==> config.mk <==
export PLATFORM = sky130hd
export DESIGN_NAME = bin2bcd_seq_flat
export DESIGN_NICKNAME = d
export VERILOG_FILES = /design/src/rtl/bin2bcd_if.sv /design/src/rtl/bin2bcd_seq.sv /design/src/flat_wrapper.sv
export SDC_FILE = /design/constraint.sdc
export NUM_CORES = 1
export LEC_CHECK = 0
export ABC_CLOCK_PERIOD_IN_PS = 1690
export BUFFER_PORTS_ARGS = -buffer_cell sky130_fd_sc_hd__buf_4
export CAP_MARGIN = 20
export CORE_MARGIN = 2
export CORE_UTILIZATION = 55
export CTS_CLUSTER_DIAMETER = 80
export DETAILED_ROUTE_END_ITERATION = 12
export PLACE_DENSITY = 0.78
export SYNTH_ARGS = -nofsm -noshare
export SYNTH_HDL_FRONTEND = slang
export SYNTH_SLANG_ARGS = --single-unit
==> constraint.sdc <==
create_clock -name clk -period 1.69 [get_ports clk]
set_clock_uncertainty 0.05 [all_clocks]
set_input_delay 0.0845 -clock clk [delete_from_list [all_inputs] [get_ports clk]]
set_output_delay 0.0845 -clock clk [all_outputs]
set_load 0.005 [all_outputs]
==> src/rtl/bin2bcd_if.sv <==
`default_nettype none
// ============================================================================
// Module      : bin2bcd_if
// Description : Valid/ready handshake bundle for the sequential binary-to-BCD
//               converter. Upstream word in, packed BCD result plus overflow
//               flag out.
// Revision    : 1.0 - initial release
// ============================================================================
interface bin2bcd_if #(
  parameter int WIDTH  = 8,
  parameter int DIGITS = 3
);
  logic                  in_valid;
  logic                  in_ready;
  logic [WIDTH-1:0]      bin_in;
  logic                  out_valid;
  logic                  out_ready;
  logic [4*DIGITS-1:0]   bcd_out;
  logic                  ovf;

  // Converter side
  modport slave (
    input  in_valid, bin_in, out_ready,
    output in_ready, out_valid, bcd_out, ovf
  );

  // Producer/consumer side
  modport master (
    output in_valid, bin_in, out_ready,
    input  in_ready, out_valid, bcd_out, ovf
  );
endinterface
`default_nettype wire

==> src/rtl/bin2bcd_seq.sv <==
`default_nettype none
// ============================================================================
// Module      : bin2bcd_seq
// Description : Sequential double-dabble converter. One binary bit is shifted
//               into the BCD accumulator per clock; digits >= 5 are corrected
//               by +3 before each shift. Overflow collects every bit pushed
//               out of the top digit.
// Revision    : 1.0 - initial release
// ============================================================================
module bin2bcd_seq #(
  parameter int WIDTH  = 8,
  parameter int DIGITS = 3
) (
  input  logic      clk,
  input  logic      rst_n,
  bin2bcd_if.slave  bus
);

  localparam int BCD_W = 4 * DIGITS;
  localparam int CNT_W = $clog2(WIDTH + 1);

  typedef enum logic [1:0] {
    IDLE  = 2'd0,
    SHIFT = 2'd1,
    DONE  = 2'd2
  } state_t;

  state_t              state;
  logic [WIDTH-1:0]    shreg;
  logic [BCD_W-1:0]    acc;
  logic [BCD_W-1:0]    acc_corr;
  logic                ovf_q;
  logic [CNT_W-1:0]    cnt;

  // Add-3 correction of every digit in parallel. 4-bit arithmetic is enough:
  // a digit is at most 9 here, so the corrected value never exceeds 12.
  generate
    for (genvar k = 0; k < DIGITS; k++) begin : g_digit
      assign acc_corr[4*k +: 4] = (acc[4*k +: 4] >= 4'd5) ? (acc[4*k +: 4] + 4'd3)
                                                           : acc[4*k +: 4];
    end
  endgenerate

  // Control FSM and datapath: load on acceptance, shift WIDTH times, hold
  // the result until the downstream handshake.
  always_ff @(posedge clk or negedge rst_n) begin
    if (!rst_n) begin
      state <= IDLE;
      shreg <= '0;
      acc   <= '0;
      ovf_q <= 1'b0;
      cnt   <= '0;
    end else begin
      case (state)
        IDLE: begin
          if (bus.in_valid) begin
            shreg <= bus.bin_in;
            acc   <= '0;
            ovf_q <= 1'b0;
            cnt   <= CNT_W'(WIDTH);
            state <= SHIFT;
          end
        end
        SHIFT: begin
          // Bit leaving the top digit means the value needs another digit.
          acc   <= {acc_corr[BCD_W-2:0], shreg[WIDTH-1]};
          ovf_q <= ovf_q | acc_corr[BCD_W-1];
          shreg <= shreg << 1;
          cnt   <= cnt - CNT_W'(1);
          if (cnt == CNT_W'(1)) begin
            state <= DONE;
          end
        end
        DONE: begin
          if (bus.out_ready) begin
            state <= IDLE;
          end
        end
        default: state <= IDLE;
      endcase
    end
  end

  // Handshake flags decode straight from state: no input-to-output paths.
  assign bus.in_ready  = (state == IDLE);
  assign bus.out_valid = (state == DONE);
  assign bus.bcd_out   = acc;
  assign bus.ovf       = ovf_q;

endmodule
`default_nettype wire
==> src/flat_wrapper.sv <==
// flat-port wrapper written by rule: the top's interface ports become plain ports
module bin2bcd_seq_flat 
#(
  parameter int WIDTH  = 8,
  parameter int DIGITS = 3
)
  (clk, rst_n, bus_in_valid, bus_bin_in, bus_out_ready, bus_in_ready, bus_out_valid, bus_bcd_out, bus_ovf);
  bin2bcd_if #(.WIDTH(WIDTH), .DIGITS(DIGITS)) bus_i ();
  input  logic clk;
  input  logic rst_n;
  input wire logic [$bits(bus_i.in_valid)-1:0] bus_in_valid;
  input wire logic [$bits(bus_i.bin_in)-1:0] bus_bin_in;
  input wire logic [$bits(bus_i.out_ready)-1:0] bus_out_ready;
  output wire logic [$bits(bus_i.in_ready)-1:0] bus_in_ready;
  output wire logic [$bits(bus_i.out_valid)-1:0] bus_out_valid;
  output wire logic [$bits(bus_i.bcd_out)-1:0] bus_bcd_out;
  output wire logic [$bits(bus_i.ovf)-1:0] bus_ovf;
  assign bus_i.in_valid = bus_in_valid;
  assign bus_i.bin_in = bus_bin_in;
  assign bus_i.out_ready = bus_out_ready;
  assign bus_in_ready = bus_i.in_ready;
  assign bus_out_valid = bus_i.out_valid;
  assign bus_bcd_out = bus_i.bcd_out;
  assign bus_ovf = bus_i.ovf;
  bin2bcd_seq #(.WIDTH(WIDTH), .DIGITS(DIGITS)) u_core (.clk(clk), .rst_n(rst_n), .bus(bus_i));
endmodule
==> reports/summary.txt, run 1 <==
status = finished, final reports clean
CTS Sinks = 27
Antenna Nets Post-Route = 0
Vias/cell = 5.680
Crit. End Element = flip-flop
critical path launch point type = flip-flop
layout cells sized above 1 = 0.2081
Crit Reg-Reg Startpoint = u_core.bus.bcd_out[4]
TritonCTS Buffers = 3
initial drt markers = 67
fin. max-slew vios = 0
Fillers = 207
Total Power = 0.003273 W
endpoints failing hold = 0
IO Pins = 27
flops & latches, synth = 27
routability cong. = 0.8536
CORE AREA = 2734 µm²
worst hold start = bus_in_valid
Int Pwr = 0.001872 W
Synth-to-Final Area Change = 21.55%
I/O Buffers = 26
gr usage total = 0.2252
crit path launch = u_core.bus.bcd_out[4]
top cell type's share of synthesized area = 0.4310
Synth area leaders = dfrtp_1 43%, ha_1 6.4%, nand2_1 4.3%
Yosys cell types = 33
CTS clk-pin slew, worst paths = 0.15 ns
routed vias = 1295
Final min period = 1.551 ns
GRT Residual Overflow = 0
largest net degree at the start of global routing = 28
initial antenna violation count = 0
Logic pwr share = 0.541
unrepaired setup endpoints after global routing = false
Data required, critical path = 1.88 ns
cell row count = 19
Leak = 0.8934 nW
nets@finish = 218
Sw Share = 0.4281
CTS max path bufs = 2
Skew-Pair Late Insertion Delay = 0.32 ns
gate count of the mapped netlist = 160
CTS root buf = clkbuf_4
post-synth top area cell = dfrtp_1
Clk pwr share = 0.089
Die Height = 57.39 µm
vias in the first global route = 1285
sequential element share of the synthesized area = 0.4310
Worst Path Max Fanout = 6
TNS Setup = 0 ns
Post-Syn Area = 1568 µm²
Achievable Freq = 644.8 MHz
total routed wirelength = 3440 µm
CP top delay family = flip-flops
syn avg cell area = 9.798 µm²
Peak VDD IR = 1.259 mV
Worst EP arrival = 1.74 ns
most common cell in the netlist = dfrtp_1
DRT Pass-1 Iters = 4
Ys Warns = 0
Max Cap Viol = 0
antenna diode count = 0
Slew @ Worst Pin = 0.4902 ns
period utilization = 0.9177
FFs w/ async S/R, synth = 1.000
TritonCTS clock tree = done
Initial Utilization = 0.5735
Resized cells post-CTS = 0
max incr delay on CP = 0.48 ns
Final setup viols = 0
HPWL after DPL = 2392 µm
drt drc = 0
die area = 3294 µm²
Worst slew margin = 0.6725
PwrDens = 1718 nW/µm²
Reg power frac = 0.370
Hold Crit Class = in2reg
Commonest cells post-synth = 27 x dfrtp_1, 18 x nand2_1, 16 x inv_1
H-tree levels = 1
Setup Crit Path Kind = reg2reg
Slowest cell on crit path = dfrtp_1
WP buf/inv = 1
EDFF count, synth = 0
Most used DFF post-synth = dfrtp_1
global-route wire length before repair = 5830 µm
routed len/inst = 15.09 µm
switching pwr = 0.001401 W
ordered cell list for the critical path = inv_1, ha_1, nor2b_1, o21a_1, o31ai_1
die outline width = 57.39 µm
post-synthesis net count = 180
-- final cells by class --
cell class | count | area, µm² | area share
tap | 31 | 38.79 | 0.02035
clock buffer | 4 | 26.28 | 0.01379
inverter | 16 | 60.06 | 0.03152
multi-input combinational | 110 | 779.5 | 0.4091
timing repair buffer | 40 | 325.3 | 0.1707
sequential | 27 | 675.6 | 0.3546
-- final timing paths --
kind,endpoint,slack [ns],depth (start not counted)
setup / recovery,u_core.bus.bcd_out[8],0.14,5
hold / removal,u_core.shreg[4],0.07,4
setup reg to reg,u_core.bus.bcd_out[8],0.14,5
hold reg to reg,u_core.shreg[2],0.46,2
max in group asynchronous,u_core.bus.bcd_out[8],1.20,2
min in group asynchronous,u_core.shreg[2],0.13,2
-- through the flow --
step	hold slack [ns]	std cells	setup slack [ns]	cell area [µm²]	utilization
finish	0.07111	228	0.1390	1906	0.6970
global placement	-0.03500	214	0.2632	1779	0.6508
floorplan	-0.2611	160	0.3010	1568	-
detailed placement	-0.02865	214	0.1713	1779	0.6508
global route	0.06036	228	0.03155	1906	0.6970
CTS	0.06403	228	0.1275	1906	0.6970
-- power groups by stage --
stage	clock, W	combinational [W]	sequential (W)
after floorplan	0	0.00126	0.00117
after global placement	0	0.00166	0.00120
after detailed placement	0	0.00174	0.00122
after CTS	0.000295	0.00178	0.00121
after global routing	0.000324	0.00198	0.00126
final	0.000291	0.00177	0.00121
-- worst register-to-register path, cell delays in order (launching register included) --
cell     delay, ns
dfrtp_1       0.48
inv_1         0.10
ha_1          0.24
nor2b_1       0.17
o21a_1        0.21
o31ai_1       0.22
-- per-layer routing --
metal  up-vias  GRT usage  share of wire
met2        21     0.3701           0.48
met1       630     0.3078           0.48
met4         0    0.07973         0.0049
met3         4    0.02721          0.035
met5         -          0              0
li1        640          -              -
-- logic make-up (layout without fill, tap and decap cells) --
family,count (synthesis),after routing,synth area share
muxes,2,2,0.01277
xor gates and xnor gates,3,3,0.01676
AOI/OAI and AO/OA,55,55,0.2634
buffers and inverters,23,60,0.07182
adders and majority gates,8,8,0.06385
and+or+nand+nor,42,42,0.1404
DFF,27,27,0.4310
-- layout by cell type (no fill, tap or decap), drive strengths merged, types with 5 or more instances in the layout --
cell         netlist  routed
a21oi              5       5
dlygate4sd3        0      10
nor2b             10      10
a22oi              7       7
inv               16      16
o21ai             14      14
o211ai             6       6
ha                 8       8
dfrtp             27      27
o2111ai            6       6
o31ai              6       6
buf                6      30
nand2b             5       5
nand2             18      18
-- registers in the layout (all words and copies together) (netlist names) --
register / cells
u_core.shreg: 8
u_core.state: 2
u_core.bus.ovf: 1
u_core.cnt: 4
u_core.bus.bcd_out: 12
-- what timing repair did --
action,in CTS,in global routing
setup buffers,0,0
hold buffers,10,0
endpoints found under the hold margin,36,0
No activity file was read; power rests on OpenSTA's default activity.
==> run 2, diff against run 1 <==
- ABC_CLOCK_PERIOD_IN_PS: 1690 -> 1900
- CORE_UTILIZATION: 55 -> 59
- PLACE_DENSITY: 0.78 -> 0.83
- clock period: 1.69 -> 1.9 ns (I/O delays scaled with it)
==> reports/summary.txt, run 2 (same netlist as run 1, synthesis figures left out) <==
design area = 1881 µm² (-1.3%)
unrepaired setup endpoints after global routing = false
CP top delay family = compound AO/OA/AOI/OAI gates
DRT Pass-1 Iters = 4 (unchanged)
Detail Route met3 WL = 137 µm (+12%)
I/O Buffers = 26 (unchanged)
setup bufs post-CTS = 0 (unchanged)
Worst slew margin = 0.4971 (-0.1755)
initial antenna violation count = 0 (unchanged)
CTS clk-pin slew, worst paths = 0.16 ns (about the same)
top layer in use = met4
Vias/cell = 5.911 (+4.1%)
Crit. End Element = flip-flop
HPWL after DPL = 2473 µm (+3.4%)
switching pwr = 0.001266 W (-9.7%)
Final setup viols = 0 (unchanged)
WP buf/inv = 1 (unchanged)
cell row count = 18 (-1)
Worst EP arrival = 1.90 ns (+0.16 ns)
Total Power = 0.002919 W (-11%)
global-route wire length before repair = 6154 µm (+5.6%)
Int Pwr = 0.001654 W (-12%)
status = finished, final reports clean
Hold Crit Class = in2reg
PwrDens = 1552 nW/µm² (-9.6%)
nets@finish = 215 (-1.4%)
most frequent cells in the layout = 29 x buf_4, 27 x dfrtp_1, 18 x nand2_1
critical path launch point type = flip-flop
Data required, critical path = 2.09 ns (+0.21 ns)
drt drc = 0 (unchanged)
CTS max path bufs = 2 (unchanged)
die area = 3086 µm² (-6.3%)
fin. max-slew vios = 0 (unchanged)
Achievable Freq = 586.4 MHz (-9.0%)
Reg power frac = 0.373 (+0.003)
Inst Count DP = 212 (-0.93%)
Skew-Pair Late Insertion Delay = 0.34 ns (+0.02 ns)
Placed Area = 1770 µm² (-0.49%)
layout cells sized above 1 = 0.2113 (+0.003218)
Worst Path Max Fanout = 13 (+7)
CTS root buf = clkbuf_4
Slowest cell on crit path = o21bai_1
die outline width = 55.55 µm (-3.2%)
most common cell after layout, fill and taps aside = buf_4
largest net degree at the start of global routing = 28 (unchanged)
endpoints failing hold = 0 (unchanged)
max incr delay on CP = 0.62 ns (+0.14 ns)
TritonCTS Buffers = 3 (unchanged)
initial drt markers = 51 (-24%)
routability cong. = 0.7592 (-11%)
Resized cells post-CTS = 0 (unchanged)
Logic pwr share = 0.536 (-0.005)
wire length on met1 = 1551 µm (-5.3%)
routed vias = 1324 (+2.2%)
Peak VDD IR = 1.238 mV (-1.7%)
max reg flops = 12 (unchanged)
Die Height = 55.55 µm (-3.2%)
Initial Utilization = 0.6271 (+0.05367)
Leak = 0.8787 nW (-1.6%)
period utilization = 0.8975 (-0.02024)
FF-to-FF setup slack = 0.19 ns (+0.06 ns)
worst hold slack = 0.01210 ns (-0.05900 ns)
Slew @ Worst Pin = 0.7528 ns (+0.2626 ns)
CTS Sinks = 27 (unchanged)
Clk pwr share = 0.091 (+0.002)
Sw Share = 0.4336 (+0.005506)
Synth-to-Final Area Change = 19.95%
Fillers = 177 (-14%)
TNS Setup = 0 ns (unchanged)
CORE AREA = 2500 µm² (-8.6%)
antenna diode count = 0 (unchanged)
gr usage total = 0.2496 (+0.02439)
Max Cap Viol = 0 (unchanged)
TritonCTS clock tree = done
hold_buf cts = 8 (-2)
IO Pins = 27 (unchanged)
met2 routed WL = 1857 µm (+12%)
ordered cell list for the critical path = o21bai_1, buf_4, nor2b_1, a21oi_1
GRT Residual Overflow = 0 (unchanged)
vias in the first global route = 1328 (+3.3%)
Antenna Nets Post-Route = 0 (unchanged)
H-tree levels = 1 (unchanged)
total routed wirelength = 3577 µm (+4.0%)
Final min period = 1.705 ns (+0.1543 ns)
routed len/inst = 15.97 µm (+5.8%)
Setup Crit Path Kind = reg2reg
Finished Layout Cells = 224 (-1.8%)
-- run 2: cell types whose count changed in the layout (fill, tap and decap cells not counted), sizes merged --
cell	delta
dlygate4sd3	-2
clkbuf	-1
clkinvlp	+1
buf	-1
-- run 2: final cells by class --
class,count,area [µm²],share of cell area
clock buffers,3,22.52,0.01198
clock inverters,1,7.507,0.003992
inverters,16,60.06,0.03194
multi-input cells,110,779.5,0.4145
flip-flops and latches,27,675.6,0.3593
well taps,30,37.54,0.01996
repair buffers,37,297.8,0.1584
-- run 2: power groups by stage --
stage	sequential (W)	clock, W	combinational [W]
2_1_floorplan	0.00104	0	0.00112
3_3_place_gp	0.00107	0	0.00147
3_5_place_dp	0.00109	0	0.00155
4_1_cts	0.00108	0.000270	0.00157
5_1_grt	0.00113	0.000292	0.00175
6_report	0.00109	0.000266	0.00157
-- run 2: metrics by stage --
step	setup slack, ns	utilization
3_3_place_gp	0.3214	0.7082
6_report	0.1948	0.7523
4_1_cts	0.2147	0.7523
3_5_place_dp	0.2449	0.7082
2_1_floorplan	0.5110	-
5_1_grt	0.1322	0.7523
-- run 2: metal layers --
| layer | vias up | global-route usage |
|---|---|---|
| li1 | 637 | - |
| met1 | 649 | 0.3400 |
| met2 | 34 | 0.4235 |
| met3 | 4 | 0.02810 |
| met4 | 0 | 0.06620 |
| met5 | - | 0 |
-- run 2: worst register-to-register path: stages, from the launching register on --
cell,delay (ns)
dfrtp_1,0.43
o21bai_1,0.62
buf_4,0.31
nor2b_1,0.15
a21oi_1,0.04
-- run 2: path summary, 6_finish.rpt --
path / end / startpoint / depth (start not counted)
min in group asynchronous: u_core.bus.bcd_out[9] / rst_n / 2
hold / removal: u_core.shreg[1] / bus_bin_in[1] / 3
hold reg to reg: u_core.shreg[3] / u_core.shreg[3] / 2
setup / recovery: u_core.cnt[3] / u_core.state[0] / 4
max in group asynchronous: u_core.shreg[1] / rst_n / 2
setup reg to reg: u_core.cnt[3] / u_core.state[0] / 4
